<file path="src/rtl/com_sprom_pkg.sv">
// -----------------------------------------------------------------------------
// com_sprom_pkg
// Shared definitions for the single-port ROM read front-end and its helpers.
//   COM_SYS_W            : width of the memory system config bus (sys_cfg)
//   COM_SPROM_RDLAT_MAX  : largest supported ROM shell read latency
//   clog2_min1(n)        : $clog2 clamped to at least 1 (index widths)
// -----------------------------------------------------------------------------
`ifndef COM_SYS_W
`define COM_SYS_W 8
`endif

package com_sprom_pkg;

    localparam int COM_SPROM_RDLAT_MAX = 2;

    function automatic int clog2_min1(input int n);
        return (n > 1) ? $clog2(n) : 1;
    endfunction

endpackage

</file>
<file path="src/rtl/com_rr_arb.sv">
// -----------------------------------------------------------------------------
// com_rr_arb
// Combinational round-robin arbiter. Priority starts at ptr and wraps modulo N.
// Ports:
//   req     in  N   request vector
//   ptr     in  PW  current highest-priority index
//   adv     in  1   allow the pointer to move past the winner
//   grant   out N   one-hot grant (all zero when no request)
//   ptr_nxt out PW  winner+1 mod N when adv and a grant exists, else ptr
// -----------------------------------------------------------------------------
module com_rr_arb
    import com_sprom_pkg::*;
#(
    parameter  int N  = 4,
    localparam int PW = clog2_min1(N)
) (
    input  logic [N-1:0]  req,
    input  logic [PW-1:0] ptr,
    input  logic          adv,
    output logic [N-1:0]  grant,
    output logic [PW-1:0] ptr_nxt
);

    int unsigned idx;
    int unsigned win;
    logic        found;

    always_comb begin
        grant = '0;
        found = 1'b0;
        idx   = 0;
        win   = 0;
        for (int unsigned off = 0; off < N; off++) begin
            idx = (32'(ptr) + off) % N;
            if (!found && req[idx]) begin
                grant[idx] = 1'b1;
                win        = idx;
                found      = 1'b1;
            end
        end
        ptr_nxt = (adv && found) ? PW'((win + 1) % N) : ptr;
    end

endmodule

</file>
<file path="src/rtl/com_sprom_shell.sv">
// -----------------------------------------------------------------------------
// com_sprom_shell
// Behavioural wrapper of the single-port ROM macro. Word a holds
// {16'hA5A5, a[15:0]} resized to DATA_W. Data appears RD_LAT cycles after
// rd_en; RD_LAT=2 adds the macro output register.
// Ports:
//   clk, rst_n  in   clock / asynchronous active-low reset
//   sys_cfg     in   memory system config (macro trim pins, not modelled)
//   rd_en       in   read strobe
//   rd_addr     in   word address
//   rd_data     out  read data, valid RD_LAT cycles after rd_en
// -----------------------------------------------------------------------------
module com_sprom_shell
    import com_sprom_pkg::*;
#(
    parameter  int DATA_W   = 32,
    parameter  int DEPTH    = 64,
    parameter  int RD_LAT   = 1,
    parameter  int MEM_USER = 0,
    localparam int ADDR_W   = $clog2(DEPTH)
) (
    input  logic                  clk,
    input  logic                  rst_n,
    input  logic [`COM_SYS_W-1:0] sys_cfg,
    input  logic                  rd_en,
    input  logic [ADDR_W-1:0]     rd_addr,
    output logic [DATA_W-1:0]     rd_data
);

    logic [DATA_W-1:0] rom_word;
    logic [DATA_W-1:0] dat_q, dat_d;

    // Config and user field only steer the real macro's trim pins.
    logic cfg_unused;
    assign cfg_unused = ^{sys_cfg, 32'(MEM_USER)};

    assign rom_word = DATA_W'({16'hA5A5, 16'(rd_addr)});

    always_comb begin
        dat_d = rd_en ? rom_word : dat_q;
    end

    always_ff @(posedge clk or negedge rst_n) begin
        if (!rst_n) begin
            dat_q <= '0;
        end else begin
            dat_q <= dat_d;
        end
    end

    if (RD_LAT >= COM_SPROM_RDLAT_MAX) begin : g_oreg
        logic [DATA_W-1:0] dat_o_q, dat_o_d;

        always_comb begin
            dat_o_d = dat_q;
        end

        always_ff @(posedge clk or negedge rst_n) begin
            if (!rst_n) begin
                dat_o_q <= '0;
            end else begin
                dat_o_q <= dat_o_d;
            end
        end

        assign rd_data = dat_o_q;
    end else begin : g_noreg
        assign rd_data = dat_q;
    end

endmodule

</file>
<file path="src/rtl/com_sprom_arb_rd.sv">
// -----------------------------------------------------------------------------
// com_sprom_arb_rd
// Multi-channel read front-end for one single-port ROM. CH_NUM requesters
// share the ROM shell through a round-robin arbiter; each channel has a
// one-entry response buffer so a stalled consumer never blocks the others.
// Addresses >= DEPTH are not sent to the ROM and return rsp_err=1, data 0.
// Ports:
//   clk, rst_n  in   clock / asynchronous active-low reset
//   sys_cfg     in   memory config, forwarded to the shell
//   req_vld     in   [CH_NUM]         request valid per channel
//   req_rdy     out  [CH_NUM]         request accepted (combinational grant)
//   req_addr    in   [CH_NUM*ADDR_W]  channel i at [i*ADDR_W +: ADDR_W]
//   rsp_vld     out  [CH_NUM]         response valid, held until rsp_rdy
//   rsp_rdy     in   [CH_NUM]         response consumed
//   rsp_data    out  [CH_NUM*DATA_W]  read data per channel
//   rsp_err     out  [CH_NUM]         address was out of range
// -----------------------------------------------------------------------------
module com_sprom_arb_rd
    import com_sprom_pkg::*;
#(
    parameter  int DATA_W   = 32,
    parameter  int DEPTH    = 64,
    parameter  int CH_NUM   = 4,
    parameter  int RD_LAT   = 1,
    parameter  int MEM_USER = 0,
    localparam int ADDR_W   = $clog2(DEPTH),
    localparam int CH_W     = clog2_min1(CH_NUM)
) (
    input  logic                     clk,
    input  logic                     rst_n,
    input  logic [`COM_SYS_W-1:0]    sys_cfg,
    input  logic [CH_NUM-1:0]        req_vld,
    output logic [CH_NUM-1:0]        req_rdy,
    input  logic [CH_NUM*ADDR_W-1:0] req_addr,
    output logic [CH_NUM-1:0]        rsp_vld,
    input  logic [CH_NUM-1:0]        rsp_rdy,
    output logic [CH_NUM*DATA_W-1:0] rsp_data,
    output logic [CH_NUM-1:0]        rsp_err
);

    typedef struct packed {
        logic            vld;
        logic [CH_W-1:0] ch;
        logic            err;
    } tag_t;

    localparam logic [ADDR_W:0] DEPTH_LIM = DEPTH[ADDR_W:0];

    // run_q keeps req_rdy low throughout reset without using rst_n combinationally.
    logic                     run_q, run_d;
    logic [CH_NUM-1:0]        busy_q, busy_d;
    logic [CH_W-1:0]          ptr_q, ptr_d;
    tag_t [RD_LAT-1:0]        tag_q, tag_d;
    logic [CH_NUM-1:0]        rsp_vld_q, rsp_vld_d;
    logic [CH_NUM-1:0]        rsp_err_q, rsp_err_d;
    logic [CH_NUM*DATA_W-1:0] rsp_data_q, rsp_data_d;

    logic [CH_NUM-1:0] elig;
    logic [CH_NUM-1:0] grant;
    logic [CH_NUM-1:0] rsp_hs;
    logic              acc;
    logic [CH_W-1:0]   acc_ch;
    logic [ADDR_W-1:0] acc_addr;
    logic              acc_err;
    logic              rom_rd_en;
    logic [DATA_W-1:0] rom_rd_data;
    tag_t              tag_out;

    assign elig   = req_vld & ~busy_q & {CH_NUM{run_q}};
    assign rsp_hs = rsp_vld_q & rsp_rdy;

    com_rr_arb #(
        .N (CH_NUM)
    ) u_arb (
        .req     (elig),
        .ptr     (ptr_q),
        .adv     (run_q),
        .grant   (grant),
        .ptr_nxt (ptr_d)
    );

    always_comb begin
        acc_ch   = '0;
        acc_addr = '0;
        for (int unsigned i = 0; i < CH_NUM; i++) begin
            if (grant[i]) begin
                acc_ch   = CH_W'(i);
                acc_addr = req_addr[i*ADDR_W +: ADDR_W];
            end
        end
        acc       = |grant;
        acc_err   = {1'b0, acc_addr} >= DEPTH_LIM;
        rom_rd_en = acc & ~acc_err;
    end

    com_sprom_shell #(
        .DATA_W   (DATA_W),
        .DEPTH    (DEPTH),
        .RD_LAT   (RD_LAT),
        .MEM_USER (MEM_USER)
    ) u_shell (
        .clk     (clk),
        .rst_n   (rst_n),
        .sys_cfg (sys_cfg),
        .rd_en   (rom_rd_en),
        .rd_addr (acc_addr),
        .rd_data (rom_rd_data)
    );

    // Tag travels alongside the ROM read so it lines up with rom_rd_data.
    always_comb begin
        tag_d[0] = '{vld: acc, ch: acc_ch, err: acc_err};
        for (int unsigned k = 1; k < RD_LAT; k++) begin
            tag_d[k] = tag_q[k-1];
        end
        tag_out = tag_q[RD_LAT-1];
    end

    // A capture and a handshake never hit the same channel in one cycle:
    // the channel stays busy until its buffer is consumed.
    always_comb begin
        rsp_vld_d  = rsp_vld_q;
        rsp_err_d  = rsp_err_q;
        rsp_data_d = rsp_data_q;
        for (int unsigned i = 0; i < CH_NUM; i++) begin
            if (rsp_hs[i]) begin
                rsp_vld_d[i]                 = 1'b0;
                rsp_err_d[i]                 = 1'b0;
                rsp_data_d[i*DATA_W +: DATA_W] = '0;
            end
            if (tag_out.vld && (tag_out.ch == CH_W'(i))) begin
                rsp_vld_d[i]                 = 1'b1;
                rsp_err_d[i]                 = tag_out.err;
                rsp_data_d[i*DATA_W +: DATA_W] = tag_out.err ? '0 : rom_rd_data;
            end
        end
        busy_d = (busy_q | grant) & ~rsp_hs;
        run_d  = 1'b1;
    end

    always_ff @(posedge clk or negedge rst_n) begin
        if (!rst_n) begin
            run_q      <= 1'b0;
            busy_q     <= '0;
            ptr_q      <= '0;
            tag_q      <= '0;
            rsp_vld_q  <= '0;
            rsp_err_q  <= '0;
            rsp_data_q <= '0;
        end else begin
            run_q      <= run_d;
            busy_q     <= busy_d;
            ptr_q      <= ptr_d;
            tag_q      <= tag_d;
            rsp_vld_q  <= rsp_vld_d;
            rsp_err_q  <= rsp_err_d;
            rsp_data_q <= rsp_data_d;
        end
    end

    assign req_rdy  = grant;
    assign rsp_vld  = rsp_vld_q;
    assign rsp_err  = rsp_err_q;
    assign rsp_data = rsp_data_q;

endmodule

</file>
<file path="config.mk">
export PLATFORM = sky130hd
export DESIGN_NAME = com_sprom_arb_rd
export DESIGN_NICKNAME = d
export VERILOG_FILES = /design/src/rtl/com_sprom_pkg.sv /design/src/rtl/com_rr_arb.sv /design/src/rtl/com_sprom_shell.sv /design/src/rtl/com_sprom_arb_rd.sv
export SDC_FILE = /design/constraint.sdc
export NUM_CORES = 1
export LEC_CHECK = 0
export CAP_MARGIN = 15
export CORE_ASPECT_RATIO = 0.9
export CORE_MARGIN = 2
export CORE_UTILIZATION = 25
export CTS_CLUSTER_DIAMETER = 100
export CTS_CLUSTER_SIZE = 16
export DETAILED_ROUTE_END_ITERATION = 8
export DONT_BUFFER_PORTS = 1
export PLACE_DENSITY_LB_ADDON = 0.3
export SYNTH_ARGS = -nofsm -noshare
export SYNTH_HDL_FRONTEND = slang
export SYNTH_SLANG_ARGS = --single-unit
</file>
<file path="constraint.sdc">
create_clock -name clk -period 6.13 [get_ports clk]
set_clock_uncertainty 0.2 [all_clocks]
set_input_delay 0.613 -clock clk [delete_from_list [all_inputs] [get_ports clk]]
set_output_delay 0.613 -clock clk [all_outputs]
set_load 0.05 [all_outputs]
</file>
[Yosys cells after proc, flatten, opt, wreduce, memory -nomap -nowiden]
Index checks and enable logic that the tools add are counted.
Cells by class
  multipliers: 0
  add/subtract/negate cells: 4
  bitwise logic cells: 10
  reductions and logical operators: 21
  $lt $le $gt $ge: 8
  mux-type cells: 55
  eq/ne operators: 3
  div/mod/pow operators: 0
  shift-type cells: 0
Operators with widths (number)
  32-bit 2-to-1 mux: 8
  1-bit 2-to-1 mux: 25
  6-bit 2-to-1 mux: 4
  4-bit bitwise AND: 4
  4-bit 2-to-1 mux: 4
  4-bit OR: 4
  1-bit logical AND: 12
  2-bit by 3-bit < comparator with 1-bit output, second input constant: 4
  2-bit 2-to-1 mux: 6
  1-bit binary-select mux with 2-bit select: 4
  1-bit demux with 2-bit select: 4
  2-bit by 1-bit greater-or-equal comparator with 1-bit output, second input constant: 4
  4-bit NOT: 2
  2-bit nonzero test: 4
  2-bit by 1-bit adder with 2-bit output, second input constant: 2
  2-bit adder, second input constant: 2
  2-bit == test, second input constant: 2
  4-bit OR reduction: 1
  1-bit logical NOT: 3
  2-bit by 1-bit == test with 1-bit output, second input constant: 1
  2-bit logical NOT: 1
Storage, ports and cells
  output and inout port bits: 140
  word-level logic and storage cells: 119
  bits in writable memories: 0
  bits of input ports: 42
  bits in registers: 153
  memories: 0
  latch bits: 0
  bits in read-only memories: 0

[Logic depth before layout (Yosys ltp)]
Gate-level depths: netlist of run 1.
  word-level depth: 19
  depth in mapped cells: 12
  depth with buffers taken out: 9

[By module]
Synthesis of run 1 repeated with hierarchy kept, for this count alone.
Second synthesis, totals
  cells, all modules: 463
  area, all modules: 6231.0 sq um
By module, submodules not included
  com_sprom_arb_rd: sequential area each 3553.4 sq um, area an instance 5272.6 sq um, cells an instance 365, times used 1
  com_rr_arb: sequential area each 0.0 sq um, area an instance 484.2 sq um, cells an instance 57, times used 1
  com_sprom_shell: sequential area each 175.2 sq um, area an instance 474.2 sq um, cells an instance 41, times used 1

[Worst setup path after synthesis of run 1]
No wires, ideal clock.
  path kind: register to output
  from: register ptr_q[0]
  to: output port req_rdy[0]
  stages on the path, launching flop included: 10
  buffers on the path: 2
  path slack: 2889 ps
  data arrival time: 2428 ps
  data required time: 5317 ps
  cells stage by stage: dfrtp_1 -> buf_6 -> inv_1 -> ha_1 -> or3_1 -> mux2i_4 -> a32oi_2 -> and2_1 -> buf_2 -> inv_1
On the way
  cells in the longest elaborated chain, start to end: 12
  elaborated cells between the ends (all ways): 47
  those cells by class: 3 x add/sub; 8 x order compare; 23 x mux; 3 x bitwise; 10 x reduce/logical
RTL lines
  start: declaration: line com_sprom_arb_rd.sv:52  | logic [CH_W-1:0] ptr_q, ptr_d;
  start signal: assignment: line com_sprom_arb_rd.sv:153  | ptr_q <= ptr_d;
  branches (longest 11 deep; another with 2-bit by 3-bit < comparator with 1-bit output)
  4-bit 2-to-1 mux (*): line com_rr_arb.sv:35  | if (!found && req[idx]) begin
  end: declaration: line com_sprom_arb_rd.sv:33  | output logic [CH_NUM-1:0] req_rdy,
Mark *: on every way between the ends. The select of a mux whose other input is x is not followed.

[Final worst setup path of run 1]
  from: register ptr_q[0]
  to: output port req_rdy[2]
Same word-level chain as after synthesis.

==> results of run 1 <==
-- worst max-delay path: stages, from the launching register on --
cell and delay [ps]:
dfrtp_1 620, inv_1 210, ha_1 430, o21bai_2 340, and3_4 230, a211oi_2 450, and2_1 580, inv_2 340
-- metrics by stage --
stage               instance area, sq um  setup slack [ps]
floorplan                           3890              2890
global placement                    3290              2240
detailed placement                  3290              2060
CTS                                 3470              1840
global route                        3470              1560
finish                              3470              1830
-- worst min-delay path by stage --
| stage | start | to | cells past startpoint |
|---|---|---|---|
| final | rsp_rdy[3] | rsp_vld[3] | 1 |
| after global routing | rsp_rdy[2] | rsp_vld[2] | 1 |
| after CTS | rsp_rdy[3] | rsp_vld[3] | 1 |
| after detailed placement | rst_n | rsp_vld[0] | 0 |
| after global placement | rst_n | rsp_vld[0] | 0 |
| after floorplan | rst_n | busy_q[0] | 0 |
-- cell families (layout without fill, tap and decap cells) --
kind of cell / after synthesis / in the layout / share of synthesized area (%)
buf+inv: 129 / 24 / 25.4
xor+xnor: 2 / 2 / 0.485
flops: 49 / 49 / 33.9
other cells: 2 / 77 / 0.208
mux: 1 / 1 / 0.623
simple gates: 145 / 145 / 21.3
compound gates: 73 / 73 / 16.0
fa+ha+maj: 6 / 6 / 2.08
-- final cells by class --
cell class | instances | area (sq um) | share of cell area, %
sequential | 49 | 1240 | 35.7
timing repair buffer | 3 | 45.0 | 1.30
inverter | 13 | 51.3 | 1.48
tap | 193 | 241 | 6.95
multi-input combinational | 304 | 1750 | 50.4
clock buffer | 6 | 129 | 3.71
clock inverter | 2 | 15.0 | 0.432
-- cell usage in the layout, fill, tap and decap left out, types with 3 or more instances in the layout --
cell,synthesis,final
a211oi_1,8,8
a311oi_1,6,6
o2111ai_1,6,6
and3_1,4,4
nor3b_1,3,3
o21a_1,6,6
clkbuf_16,0,5
inv_1,10,10
ha_1,6,6
conb_1,2,77
nand3_1,25,25
and4bb_1,3,3
dfrtp_4,0,4
a21boi_0,6,6
nand2_1,70,70
nor4_1,6,6
o22ai_1,6,6
o21ai_0,14,14
dfrtp_1,49,45
nor2_1,11,11
and2_1,3,3
a21oi_1,5,5
and3b_1,3,3
-- power breakdown --
group | switching (mW) | total [mW] | internal (mW)
clock network | 0.120 | 0.272 | 0.151
logic | 0.577 | 0.879 | 0.302
registers | 0.835 | 1.30 | 0.466
total | 1.53 | 2.45 | 0.919
-- state kept, by name (all words and copies together), names as in the netlist --
name / flops
run_q: 1
ptr_q: 2
u_shell.rd_data: 7
rsp_data: 28
busy_q: 4
tag_out: 3
rsp_vld: 4
-- routing by layer --
metal / vias to the layer above / global-route usage (%) / part of all wire, %
li1: 1155 / - / -
met1: 1214 / 15.5 / 45
met2: 121 / 17.8 / 47
met3: 6 / 2.32 / 7.1
met4: 0 / 2.33 / 1.0
met5: - / 0 / 0
==> results.md, run 1 <==
- Clk_lat worst skew: 290 ps
- Post-CTS Setup Repair Bufs: 0
- CTS Hold Bufs: 2
- TritonRoute pass-1 iters: 4
- # setup viols final: 0
- Non-Filler Instances: 570
- Clk sinks: 49
- Area contributors post-synth: dfrtp_1 (34%), buf_4 (22%), nand2_1 (7.3%), nand3_1 (3.5%), ha_1 (2.1%)
- Async SR Flop Fraction: 100%
- Remaining global-route overflow: 0
- Inst Count DP: 560
- Number of global-route vias before repair: about 2300
- CP Launch Point: ptr_q[0]
- CTS H-tree lvls: 2
- Post-Syn Instances: 407
- Worst reg2reg path startpoint: ptr_q[0]
- Mean Syn Cell Area: between 8 and 9 sq um
- Max FO, Critical Path: 15
- N_diodes: 0
- Setup_tns: 0 ps
- EDFF count, synth: 0
- Max Root-Sink Buffers: 2
- Largest net degree at the start of global routing: 50
- Hold Vio Cnt, Final: 0
- Synth top cells by count: buf_4 (106), nand2_1 (70), dfrtp_1 (49)
- Routed WL per cell: 15.5 um
- Worst path arrival time: 3490 ps
- Unrepaired setup endpoints after global routing: no
- CTS tree: done
- Yosys top cell by area: dfrtp_1
- Top cell type's share of synthesized area: approximately a third
- DIE AREA: 15400 sq um
- Outcome: finished, final reports clean
- Worst endpoint required time: 5320 ps
- Synth unique cells: 56
- Worst-case vdd ir drop: between 200 and 300 uV
- Post-CTS sizing: 0
- Initial core utilization: 25.7%
- Core Rows: a little over 40
- CP Capture Point: req_rdy[2]
- DRC Markers: 0
- Worst min path class: input port to register
- Power density cells: 706 nW/um^2
- R2r worst-path depth: 9
- Flop2flop setup slack: 2040 ps
- I/O pin count: 182
- IO Port Bufs: 0
- Final wirelength: 8840 um
- Share of cells above drive strength 1: 9.28%
- Max-slew violations: 0
- Max frequency: 233 MHz
- Headroom to the max-slew limit: 25.5%
- Wire length of the first global-routing pass: 13400 um
- Total CTS buffers: 5
- Drt initial violations: 153
- Gr usage total: roughly 11%
- Routed vias: approximately 2500
- Vias/cell: 4.38
- Gpl congestion: ~0.8
- Most numerous cell in the Yosys netlist: buf_4
- Max Cap Violations: 0
- Fillers: 1578
- Number of synthesized register bits: 49
- Antenna violations before repair: 0
- Area grow syn2layout: -3.84%
- Worst hold slack: 231 ps
- Final core utilization: 24.7%
- Chip Height: 118 um
- Reg clk slew, reported paths: 70 ps
- CORE AREA: 14100 sq um
- Worst setup EP type: output pin
- Startpoint types: register
- Synth Cell Area: 3610 sq um
- Ys flop type: dfrtp_1
- Die X: 131 um
- Overall power: 2.45 mW
- Kind of critical path: register to output pin
- Final Critical Period: 4300 ps
- Register area share after synthesis: 33.9%
- Syn. warnings: 0
- Leak pwr: 1.61 nW
- ANT nets after route: 0
- CTS Root Cell: clkbuf_16
- Period utilization: a little over two thirds
- Reg2reg end: u_shell.rd_data[1]
- Slew @ Worst Pin: 1120 ps
- Post-detail-place hpwl: 6640 um
- Nets: between 400 and 500
No activity file was read; power rests on OpenSTA's default activity.
==> run 2, diff against run 1 <==
==> constraint.sdc (replaced) <==
create_clock -name clk -period 4.4 [get_ports clk]
set_clock_uncertainty 0.2 [all_clocks]
set_input_delay 0.44 -clock clk [delete_from_list [all_inputs] [get_ports clk]]
set_output_delay 0.44 -clock clk [all_outputs]
set_load 0.05 [all_outputs]
==> run 2 against run 1 <==
Effect of this change:
- sequential share of layout area down 0.41 points
- routed wire length down 0.76%
- die area unchanged
- final area up 1.2%
- cell count up 0.70%
- register-to-register slack worse by 1200 ps
==> results.md, run 2 (same netlist as run 1, synthesis figures left out) <==
- Max FO, Critical Path: 15 (unchanged)
- Worst setup EP type: output pin
- I/O pin count: 182 (unchanged)
- Total CTS buffers: 5 (unchanged)
- CORE AREA: 14100 sq um (unchanged)
- Die X: 131 um (unchanged)
- Setup_tns: 0 ps (unchanged)
- Routed vias: 2495 (-0.040%)
- Gpl congestion: 0.857 (+6.6%)
- Nets: 428 (+0.94%)
- Leading cell type in the layout, fill and taps excluded: conb_1
- Post-route cell area: 3510 sq um (+1.2%)
- Power density cells: 987 nW/um^2 (+40%)
- Min-delay src: rsp_rdy[2]
- Antenna violations before repair: 0 (unchanged)
- Share of cells above drive strength 1: 10.5% (+1.2 points)
- TritonRoute pass-1 iters: 4 (unchanged)
- Unrepaired setup endpoints after global routing: no
- Hold Vio Cnt, Final: 0 (unchanged)
- Leak pwr: 1.64 nW (+1.9%)
- Post-CTS Setup Repair Bufs: 0 (unchanged)
- # setup viols final: 0 (unchanged)
- Largest register FFs: 28 (unchanged)
- N_diodes: 0 (unchanged)
- Commonest cells after routing, fill and taps aside: conb_1 (77), nand2_1 (70), dfrtp_1 (45), nand3_1 (25), o21ai_0 (14)
- Startpoint types: register
- DRC Markers: 0 (unchanged)
- Initial core utilization: 25.7% (unchanged)
- Worst-case vdd ir drop: 369 uV (+23%)
- Area grow syn2layout: -2.74%
- Post-detail-place hpwl: 6630 um (-0.24%)
- Clk sinks: 49 (unchanged)
- Vias/cell: 4.35 (-0.74%)
- Max-slew violations: 0 (unchanged)
- Fillers: 1563 (-0.95%)
- Post-CTS sizing: 0 (unchanged)
- Final wirelength: 8770 um (-0.76%)
- IO Port Bufs: 0 (unchanged)
- Routed WL per cell: 15.3 um (-1.4%)
- Outcome: finished, final reports clean
- Reg area: 1240 sq um (unchanged)
- Clk_lat worst skew: 290 ps (about the same)
- Final core utilization: 25.0% (+0.28 points)
- Worst path arrival time: 3280 ps (-210 ps)
- CTS Root Cell: clkbuf_16
- Reg clk slew, reported paths: 70 ps (about the same)
- Number of global-route vias before repair: 2325 (-0.73%)
- Worst endpoint required time: 3760 ps (-1560 ps)
- Wire length of the first global-routing pass: 13400 um (+0.16%)
- Worst min path class: input port to register
- Kind of critical path: register to output pin
- Max frequency: 255 MHz
- Area of placed instances: 3320 sq um (+0.91%)
- Final Critical Period: 3920 ps
- Largest net degree at the start of global routing: 50 (unchanged)
- CP Launch Point: ptr_q[0]
- Worst reg2reg path startpoint: ptr_q[0]
- Chip Height: 118 um (unchanged)
- CTS tree: done
- Max Cap Violations: 0 (unchanged)
- Multi-input gate area in the final layout: 1750 sq um (unchanged)
- Max Root-Sink Buffers: 2 (unchanged)
- ANT nets after route: 0 (unchanged)
- Slew @ Worst Pin: 1120 ps (+1.07 ps)
- CTS H-tree lvls: 2 (unchanged)
- Worst hold slack: 55.2 ps (-176 ps)
- Gr usage total: 11.2% (+0.084 points)
- Core Rows: 41 (unchanged)
- Remaining global-route overflow: 0 (unchanged)
- DIE AREA: 15400 sq um (unchanged)
- Period utilization: 89.2%
- Headroom to the max-slew limit: 25.5% (-0.071 points)
- Drt initial violations: 139 (-9.2%)
[run 2: cell types whose count changed in the layout (fill, tap and decap cells not counted), sizes merged]
cell	delta
buf	+4
inv	+3
clkinvlp	-2
clkbuf	-1
[run 2: repair_timing]
| item | in CTS | in global routing |
|---|---|---|
| endpoints found under the setup margin | 0 | 0 |
| hold buffers | 2 | 0 |
| endpoints found under the hold margin | 49 | 0 |
[run 2: per-layer routing]
metal	share of wire [%]	vias to the layer above	GRT usage, %
li1	-	1165	-
met1	47	1191	16.6
met2	44	128	16.5
met3	6.5	11	1.95
met4	2.2	0	3.59
met5	0	-	0
[run 2: worst paths after layout]
check,cells after the start,to,slack [ps]
setup reg to reg,8,busy_q[0],850
setup / recovery,7,req_rdy[0],480
max in group asynchronous,2,rsp_data[125],3290
hold / removal,1,rsp_vld[2],60
hold reg to reg,1,busy_q[0],350
min in group asynchronous,2,rsp_vld[0],460
[run 2: critical path, stage by stage (launching register included)]
cell and delay (ps):
dfrtp_1 610, inv_1 230, ha_1 430, o21bai_2 330
a21oi_1 520, a21oi_1 130, and2_1 290, inv_1 440
[run 2: metrics by stage]
step | instances | total power, mW | worst slack, ps
global placement | 564 | 3.03 | 928
finish | 574 | 3.47 | 476
floorplan | 482 | 3.00 | 1330
detailed placement | 564 | 3.07 | 818
CTS | 574 | 3.49 | 487
global route | 574 | 3.70 | 266
[run 2: area by class of cell]
type	instances	area share (%)
Clock buffer	5	3.56
Clock inverter	3	0.819
Inverter	13	1.46
Multi-Input combinational cell	304	49.8
Sequential cell	49	35.3
Tap cell	193	6.87
Timing Repair Buffer	7	2.14
[run 2: where the power goes]
part           internal [mW]  switching, mW
combinational          0.441          0.824
clock                  0.219          0.177
sequential             0.649           1.16
==> run 3, diff against run 2 <==
==> constraint.sdc (replaced) <==
create_clock -name clk -period 4.14 [get_ports clk]
set_clock_uncertainty 0.2 [all_clocks]
set_input_delay 0.414 -clock clk [delete_from_list [all_inputs] [get_ports clk]]
set_output_delay 0.414 -clock clk [all_outputs]
set_load 0.05 [all_outputs]
==> run 3 against run 2 <==
Effect of this change:
- combinational power is 6% higher
- cell count up 0.35%
- largest power group unchanged
- die area stayed put
- clock-buffer cell count unchanged
- worst hold slack got worse by 29 ps
==> results.md, run 3 (same netlist as run 1, synthesis figures left out) <==
- Outcome: finished, final reports clean
- CTS Root Cell: clkbuf_16
- Worst setup EP type: output pin
- Total CTS buffers: 5 (unchanged)
- Max FO, Critical Path: 15 (unchanged)
- Min-delay src: rsp_rdy[2]
- Routed WL per cell: 15.3 um (+0.20%)
- Post-CTS Setup Repair Bufs: 0 (unchanged)
- Area of placed instances: 3330 sq um (+0.23%)
- Initial core utilization: 25.7% (unchanged)
- DIE AREA: 15400 sq um (unchanged)
- Max Cap Violations: 0 (unchanged)
- CP Launch Point: ptr_q[0]
- Hold Vio Cnt, Final: 0 (unchanged)
- Overall power: 3.67 mW (+5.7%)
- DRC Markers: 0 (unchanged)
- Worst reg2reg path startpoint: ptr_q[0]
- Commonest cells after routing, fill and taps aside: conb_1 (77), nand2_1 (70), dfrtp_1 (45), nand3_1 (25), o21ai_0 (14)
- Cell occurring most often along the worst timing path: inv_1
- Worst endpoint required time: 3530 ps (-230 ps)
- Clk sinks: 49 (unchanged)
- Unrepaired setup endpoints after global routing: no
- Reg clk slew, reported paths: 70 ps (about the same)
- Gpl congestion: 0.867 (+1.2%)
- Inst Count DP: 565 (+0.18%)
- Post-CTS sizing: 0 (unchanged)
- Startpoint types: register
- Drt initial violations: 161 (+16%)
- Nets: 429 (+0.23%)
- Die X: 131 um (unchanged)
- Power density cells: 1040 nW/um^2 (+5.5%)
- Post-route cell area: 3520 sq um (+0.18%)
- Vias/cell: 4.36 (+0.29%)
- GR Util met3: 2.50% (+0.55 points)
- Met2 Use GR: 17.2% (+0.72 points)
- Clk_lat worst skew: 290 ps (about the same)
- Kind of critical path: register to output pin
- Core Rows: 41 (unchanged)
- Post-detail-place hpwl: 6720 um (+1.3%)
- # setup viols final: 0 (unchanged)
- Worst-case vdd ir drop: 396 uV (+7.4%)
- Leak pwr: 1.64 nW (-0.11%)
- Final Critical Period: just under 4000 ps
- Setup_tns: 0 ps (unchanged)
- Routed vias: 2511 (+0.64%)
- Crit path cell chain: inv_1, ha_1, o21bai_2, and3_1, a32oi_2, and2_1, inv_1
- Slew @ Worst Pin: 1120 ps (-0.262 ps)
- CTS Hold Bufs: 2 (unchanged)
- R2r worst-path depth: 8 (unchanged)
- Antenna violations before repair: 1 (+1)
- Wire length of the first global-routing pass: 13300 um (-1.0%)
- Period utilization: 94.1%
- Non-Filler Instances: 576 (+0.35%)
- Worst path arrival time: 3280 ps (about the same)
- Max Root-Sink Buffers: 2 (unchanged)
- WHS Path Cells: 1 (unchanged)
- Largest register FFs: 28 (unchanged)
- Final wirelength: 8820 um (+0.55%)
- Max frequency: 257 MHz
- Slowest CP cell: dfrtp_1
- Area grow syn2layout: -2.56%
- Gr usage total: 11.3% (+0.016 points)
- ANT nets after route: 0 (unchanged)
- Largest net degree at the start of global routing: 50 (unchanged)
- Chip Height: 118 um (unchanged)
- Leading cell type in the layout, fill and taps excluded: conb_1
- Number of global-route vias before repair: 2327 (+0.086%)
- M1 GR Usage: 15.8% (-0.86 points)
- IO Port Bufs: 0 (unchanged)
- Worst min path class: input port to register
- Headroom to the max-slew limit: 25.5% (about the same)
- Most Crowded Layer GR: met2
- TritonRoute pass-1 iters: 4 (unchanged)
- Max-slew violations: 0 (unchanged)
- CTS tree: done
- CORE AREA: 14100 sq um (unchanged)
- Final core utilization: 25.0% (+0.045 points)
- CTS H-tree lvls: 2 (unchanged)
- Remaining global-route overflow: 0 (unchanged)
- Share of cells above drive strength 1: 10.7% (+0.23 points)
- I/O pin count: 182 (unchanged)
- CP max stage delay: 630 ps (+20 ps)
-- run 3: cell count changes in the layout (fill, tap and decap cells not counted) --
cell        before  now
buf_4            5    6
clkinvlp_4       0    1
diode_2          0    1
inv_8            1    0
-- run 3: cell type report --
cell class / instances / area [sq um]
inverter: 13 / 51.3
tap: 193 / 241
fill: 1580 / 10500
multi-input combinational: 304 / 1750
sequential: 49 / 1240
antenna: 1 / 2.50
timing repair buffer: 8 / 82.6
clock buffer: 5 / 125
clock inverter: 3 / 25.0
-- run 3: per-stage QoR --
stage / hold slack [ps] / worst slack (ps)
after floorplan: -81.6 / 1100
after global placement: -79.9 / 680
after detailed placement: -80.0 / 596
after CTS: 19.8 / 260
after global routing: 10.0 / 8.10
final: 26.6 / 246
-- run 3: path summary, 6_finish.rpt --
path                           endpoint  slack [ps]
max                          req_rdy[0]         250
min                          rsp_vld[2]          30
max reg2reg                   busy_q[0]         570
min reg2reg                   busy_q[0]         360
max in group asynchronous  rsp_data[61]        3050
min in group asynchronous    rsp_vld[0]         430
-- run 3: metal layers --
metal  wire, um  up-vias
met2       4050      134
met1       3860     1194
li1           -     1175
met5          0        -
met4        176        0
met3        731        8
-- run 3: report_power, final --
group | switching, mW | internal (mW) | total (mW)
clock network | 0.185 | 0.228 | 0.413
registers | 1.22 | 0.690 | 1.91
logic | 0.872 | 0.470 | 1.34
total | 2.28 | 1.39 | 3.67
-- run 3: worst max-delay path, delay by kind of cell (launching register included) --
kind	cells	cell delay (ps)
flops	1	630
simple gates	2	670
buf+inv	2	590
compound gates	2	660
fa+ha+maj	1	430
